## src/rtl/ipsxe_fft_dist_fifo_ctrl.sv

```systemverilog
// ipsxe_fft_dist_fifo_ctrl: first-word-fall-through FIFO controller for a distributed SDP RAM with registered output.
// Define IPSXE_FFT_FIFO_STATUS_EN to add the o_level / o_almost_full status outputs.
module ipsxe_fft_dist_fifo_ctrl #(
   parameter int ADDR_WIDTH = 4,
   parameter int DATA_WIDTH = 32
`ifdef IPSXE_FFT_FIFO_STATUS_EN
   ,
   parameter int AFULL_THRESH = 2**ADDR_WIDTH-2
`endif
) (
   input  logic                  i_aclk,
   input  logic                  i_aresetn,
   input  logic                  i_s_valid,
   output logic                  o_s_ready,
   input  logic [DATA_WIDTH-1:0] i_s_data,
   output logic                  o_m_valid,
   input  logic                  i_m_ready,
   output logic [DATA_WIDTH-1:0] o_m_data,
   output logic                  o_ram_wr_en,
   output logic [ADDR_WIDTH-1:0] o_ram_wr_addr,
   output logic [DATA_WIDTH-1:0] o_ram_wr_data,
   output logic                  o_ram_rd_en,
   output logic [ADDR_WIDTH-1:0] o_ram_rd_addr,
`ifdef IPSXE_FFT_FIFO_STATUS_EN
   output logic [ADDR_WIDTH:0]   o_level,
   output logic                  o_almost_full,
`endif
   input  logic [DATA_WIDTH-1:0] i_ram_rd_data
);
   localparam logic [ADDR_WIDTH:0] LP_DEPTH = (ADDR_WIDTH+1)'(2**ADDR_WIDTH);
   logic [ADDR_WIDTH-1:0] r_wr_ptr, r_rd_ptr;
   logic [ADDR_WIDTH:0]   r_ram_cnt, w_cnt_nxt;
   logic                  r_out_vld, r_run, w_wr_fire, w_fetch, w_vld_nxt;
   // r_run holds o_s_ready low until the first clock after reset release
   assign o_s_ready     = r_run & (r_ram_cnt != LP_DEPTH);
   assign w_wr_fire     = i_s_valid & o_s_ready;
   assign w_fetch       = (r_ram_cnt != '0) & (~r_out_vld | i_m_ready);
   assign w_vld_nxt     = w_fetch | (r_out_vld & ~i_m_ready);
   assign w_cnt_nxt     = r_ram_cnt + {{ADDR_WIDTH{1'b0}}, w_wr_fire} - {{ADDR_WIDTH{1'b0}}, w_fetch};
   assign o_ram_wr_en   = w_wr_fire;
   assign o_ram_wr_addr = r_wr_ptr;
   assign o_ram_wr_data = i_s_data;
   assign o_ram_rd_en   = w_fetch;
   assign o_ram_rd_addr = r_rd_ptr;
   assign o_m_valid     = r_out_vld;
   assign o_m_data      = i_ram_rd_data;
   always_ff @(posedge i_aclk or negedge i_aresetn) begin
      if (!i_aresetn) begin
         r_wr_ptr  <= '0;
         r_rd_ptr  <= '0;
         r_ram_cnt <= '0;
         r_out_vld <= 1'b0;
         r_run     <= 1'b0;
      end else begin
         r_run     <= 1'b1;
         r_wr_ptr  <= w_wr_fire ? r_wr_ptr + 1'b1 : r_wr_ptr;
         r_rd_ptr  <= w_fetch ? r_rd_ptr + 1'b1 : r_rd_ptr;
         r_ram_cnt <= w_cnt_nxt;
         r_out_vld <= w_vld_nxt;
      end
   end
`ifdef IPSXE_FFT_FIFO_STATUS_EN
   logic [ADDR_WIDTH:0] w_lvl_nxt;
   logic                r_afull;
   assign o_level   = (r_ram_cnt == LP_DEPTH) ? r_ram_cnt : r_ram_cnt + {{ADDR_WIDTH{1'b0}}, r_out_vld};
   assign w_lvl_nxt = (w_cnt_nxt == LP_DEPTH) ? w_cnt_nxt : w_cnt_nxt + {{ADDR_WIDTH{1'b0}}, w_vld_nxt};
   always_ff @(posedge i_aclk or negedge i_aresetn) begin
      if (!i_aresetn) r_afull <= 1'b0;
      else            r_afull <= (w_lvl_nxt >= (ADDR_WIDTH+1)'(AFULL_THRESH));
   end
   assign o_almost_full = r_afull;
`endif
endmodule

```

## config.mk

```make
export PLATFORM = sky130hd
export DESIGN_NAME = ipsxe_fft_dist_fifo_ctrl
export DESIGN_NICKNAME = d
export VERILOG_FILES = /design/src/rtl/ipsxe_fft_dist_fifo_ctrl.sv
export SDC_FILE = /design/constraint.sdc
export NUM_CORES = 1
export LEC_CHECK = 0
export ABC_AREA = 0
export ABC_CLOCK_PERIOD_IN_PS = 2100
export BUFFER_PORTS_ARGS = -buffer_cell sky130_fd_sc_hd__buf_4
export CAP_MARGIN = 0
export CORE_ASPECT_RATIO = 0.6
export CORE_MARGIN = 1.5
export CORE_UTILIZATION = 31
export CTS_BUF_LIST = sky130_fd_sc_hd__clkbuf_8
export DETAILED_ROUTE_END_ITERATION = 10
export HOLD_SLACK_MARGIN = 0.05
export PLACE_DENSITY = 0.78
export SYNTH_ARGS = -nofsm -noshare
export SYNTH_HDL_FRONTEND = slang
export SYNTH_SLANG_ARGS = --single-unit
```

## constraint.sdc

```tcl
create_clock -name i_aclk -period 2.1 [get_ports i_aclk]
set_input_delay 0 -clock i_aclk [delete_from_list [all_inputs] [get_ports i_aclk]]
set_output_delay 0 -clock i_aclk [all_outputs]
set_load 0.05 [all_outputs]
```

==> results_dict.tcl <==
set metrics [dict create \
    routed_via_density 4.14 \
    syn-num-nets 204 \
    dr.pass1.iters 7 \
    cp-startpoint "r_ram_cnt[3]$_DFF_PN0_" \
    r2r_start "r_ram_cnt[3]$_DFF_PN0_" \
    drtIter0Drc 28 \
    root_buffer "clkbuf_8" \
    synth_warnings 0 \
    grt_max_degree 16 \
    synth.distinct_cells 21 \
    cp_data_arrival_time_ps 2340 \
    synth.avg_cell_area_um2 9.90 \
    numPortBuffers 15 \
    path_class "flop to flop" \
    clk_latency_ps 250 \
    r2r_end "r_ram_cnt[2]$_DFF_PN0_" \
    fin_setup_tns_ps -188 \
    p_switching_mw 1.23 \
    ff_latch_area_um2 375 \
    clk_pin_slew_ps 60 \
    switching_share 0.487 \
    async_reset_ff_frac 1.00 \
    place.gp.congestion 0.784 \
    grt_antenna_before_repair 0 \
    yosys-top-cells-count "64 x buf_4, 15 x dfrtp_1, 11 x inv_1, 8 x ha_1, 6 x xnor2_1" \
    ys_ff_latch 15 \
    failed_checks "design-rule violations, negative setup slack" \
    slew_violations 0 \
    clock_power_share 0.091 \
    ios 144 \
    nFillCells 343 \
    cp-end-kind "flop" \
    reg2reg_slack_ps -100 \
    drtAntennaViolNets 0 \
    power_density_nw_per_um2 1380 \
    clock-sinks 15 \
    multi_input_area_um2 419 \
    clk_path_buf_depth 2 \
    maxCapViolCount 0 \
    start_util 0.332 \
    grt_pass1_vias 785 \
    routed_wl_mm 2.74 \
    path_max_fanout 2 \
    synthFlopType "dfrtp_1" \
    synth_most_common_cell "buf_4" \
    htree_levels 1 \
    period_minus_slack_ps 2200 \
    area_growth_pct 45.7 \
    tightest_slew_ps 529 \
    dieArea_um2 4460 \
    syn_inst 127 \
    fmax_mhz 454 \
    rsz0062_at_grt "true" \
    die_w_um 85.2 \
    grt_pass1_wl_mm 3.68 \
    die_h_um 52.3 \
    p_leak_nw 0.832 \
    hold_class "input pin to async pin" \
    synthTopCellsByArea "buf_4 38%, dfrtp_1 30%, ha_1 8.0%, xnor2_1 4.2%, inv_1 3.3%" \
    ir_worst_vdd_mv 0.825 \
    core_region_area_um2 3790 \
    vias 869 \
    fin_crit_sh 1.05 \
    p_int_mw 1.30 \
    synth_seq_area_share 0.299 \
    grt-ovfl-total 0 \
    layout-drive-gt1-share 0.307 \
    rows 17 \
    comb_power_share 0.683 \
    setup_slack_ps -101 \
    required_ps 2240 \
    synth_top_cell_area_share 0.382 \
    place_ws_ps -183 \
    n_antenna_cell 0 \
    synth.largest_area_cell "buf_4" \
    syn_area_um2 1260 \
    tritoncts "yes" \
    grtUsageTotal 0.110 \
    power_frac_seq 0.226 \
    wl_per_cell_um 13.0 \
    maxSlewHeadroom 0.646 \
    startpoint_type "flop" \
    hold_violations 0 \
    cts-buffers-inserted 3 \
    synth_edf_count 0 \
    final_nets 241 \
    final.setup_skew_ps 1.96 \
    dp.final_hpwl_mm 1.34 \
    rr_worst_depth 12 \
    drc 6 \
    status "finished with violations" \
    setup_viol 2 \
]
metal layers:
metal,up-vias,track usage,routed length [µm]
met5,-,0,0
met1,423,0.133,1020
met4,0,0.0464,48
met3,6,0.0331,162
met2,39,0.185,1510
li1,401,-,-
kinds of logic (layout without fill, tap and decap cells):
family          count (synthesis)  count (layout)  synth area share
buf+inv                        75             111             0.415
compound gates                  8               8            0.0498
flops                          15              15             0.299
simple gates                    7               7            0.0478
other cells                     1               1           0.00298
mux                             2               2            0.0209
xor+xnor                       10              10            0.0696
fa+ha+maj                       9               9            0.0955
power groups by stage:
stage | clock, mW | combinational (mW) | sequential [mW]
floorplan | 0 | 0.833 | 0.857
global placement | 0 | 1.16 | 0.557
detailed placement | 0 | 1.20 | 0.570
CTS | 0.237 | 1.62 | 0.566
global route | 0.247 | 1.85 | 0.589
finish | 0.231 | 1.73 | 0.571
registers in the layout (all words and copies together) (netlist names):
signal and flops:
o_ram_wr_addr 4, r_run 1, o_m_valid 1, o_ram_rd_addr 4, r_ram_cnt 5
worst max path at each step:
stage	endpoint	slack, ps	depth (start not counted)
6_report	r_ram_cnt[2]$_DFF_PN0_	-100	12
3_5_place_dp	r_ram_cnt[4]$_DFF_PN0_	-180	13
5_1_grt	r_ram_cnt[2]$_DFF_PN0_	-180	12
2_1_floorplan	r_ram_cnt[4]$_DFF_PN0_	-310	13
4_1_cts	r_ram_cnt[4]$_DFF_PN0_	-120	13
3_3_place_gp	r_ram_cnt[4]$_DFF_PN0_	-50	13
worst max-delay path, cell delays in order, from the launching register on:
cell	delay (ps)
dfrtp_1	390
inv_2	80
ha_4	130
nor4b_4	260
a21oi_4	70
ha_4	230
inv_4	50
ha_4	120
inv_2	40
fa_2	350
buf_4	150
buf_6	110
xnor2_2	120
final cells by class:
cell class,instances,share of cell area
tap,47,0.0321
inverter,11,0.0239
multi-input combinational,37,0.229
clock buffer,3,0.0225
timing repair buffer,96,0.486
clock inverter,1,0.00205
sequential,15,0.205
layout by cell type, fill, tap and decap left out:
master / count
dlygate4sd3_1: 66
buf_4: 29
dfrtp_1: 15
inv_1: 7
xnor2_1: 5
ha_1: 5
inv_2: 4
xor2_1: 4
nand2_1: 3
ha_4: 3
clkbuf_8: 3
a21oi_4: 2
nand4_1: 2
nor4b_4: 1
nor3b_2: 1
a21oi_2: 1
o21bai_1: 1
inv_4: 1
xnor2_2: 1
a21o_1: 1
a21oi_1: 1
a21boi_0: 1
o21ai_0: 1
mux2_2: 1
mux2_4: 1
fa_2: 1
buf_6: 1
conb_1: 1
repair_timing:
item,CTS,global route
resized for setup,5,5
setup buffers,3,3
endpoints found under the setup margin,3,2
endpoints found under the hold margin,80,0
hold buffers,66,0
pin swaps,4,3
through the flow:
stage	hold WS, ps	std cells	total power, mW	utilization	area, µm²
after global routing	160	210	2.69	0.484	1830
after floorplan	-296	127	1.69	-	1280
after CTS	129	207	2.42	0.473	1790
after detailed placement	-136	134	1.77	0.276	1040
after global placement	-137	134	1.71	0.276	1040
final	131	210	2.53	0.484	1830
Power figures use the tool's default switching activity.
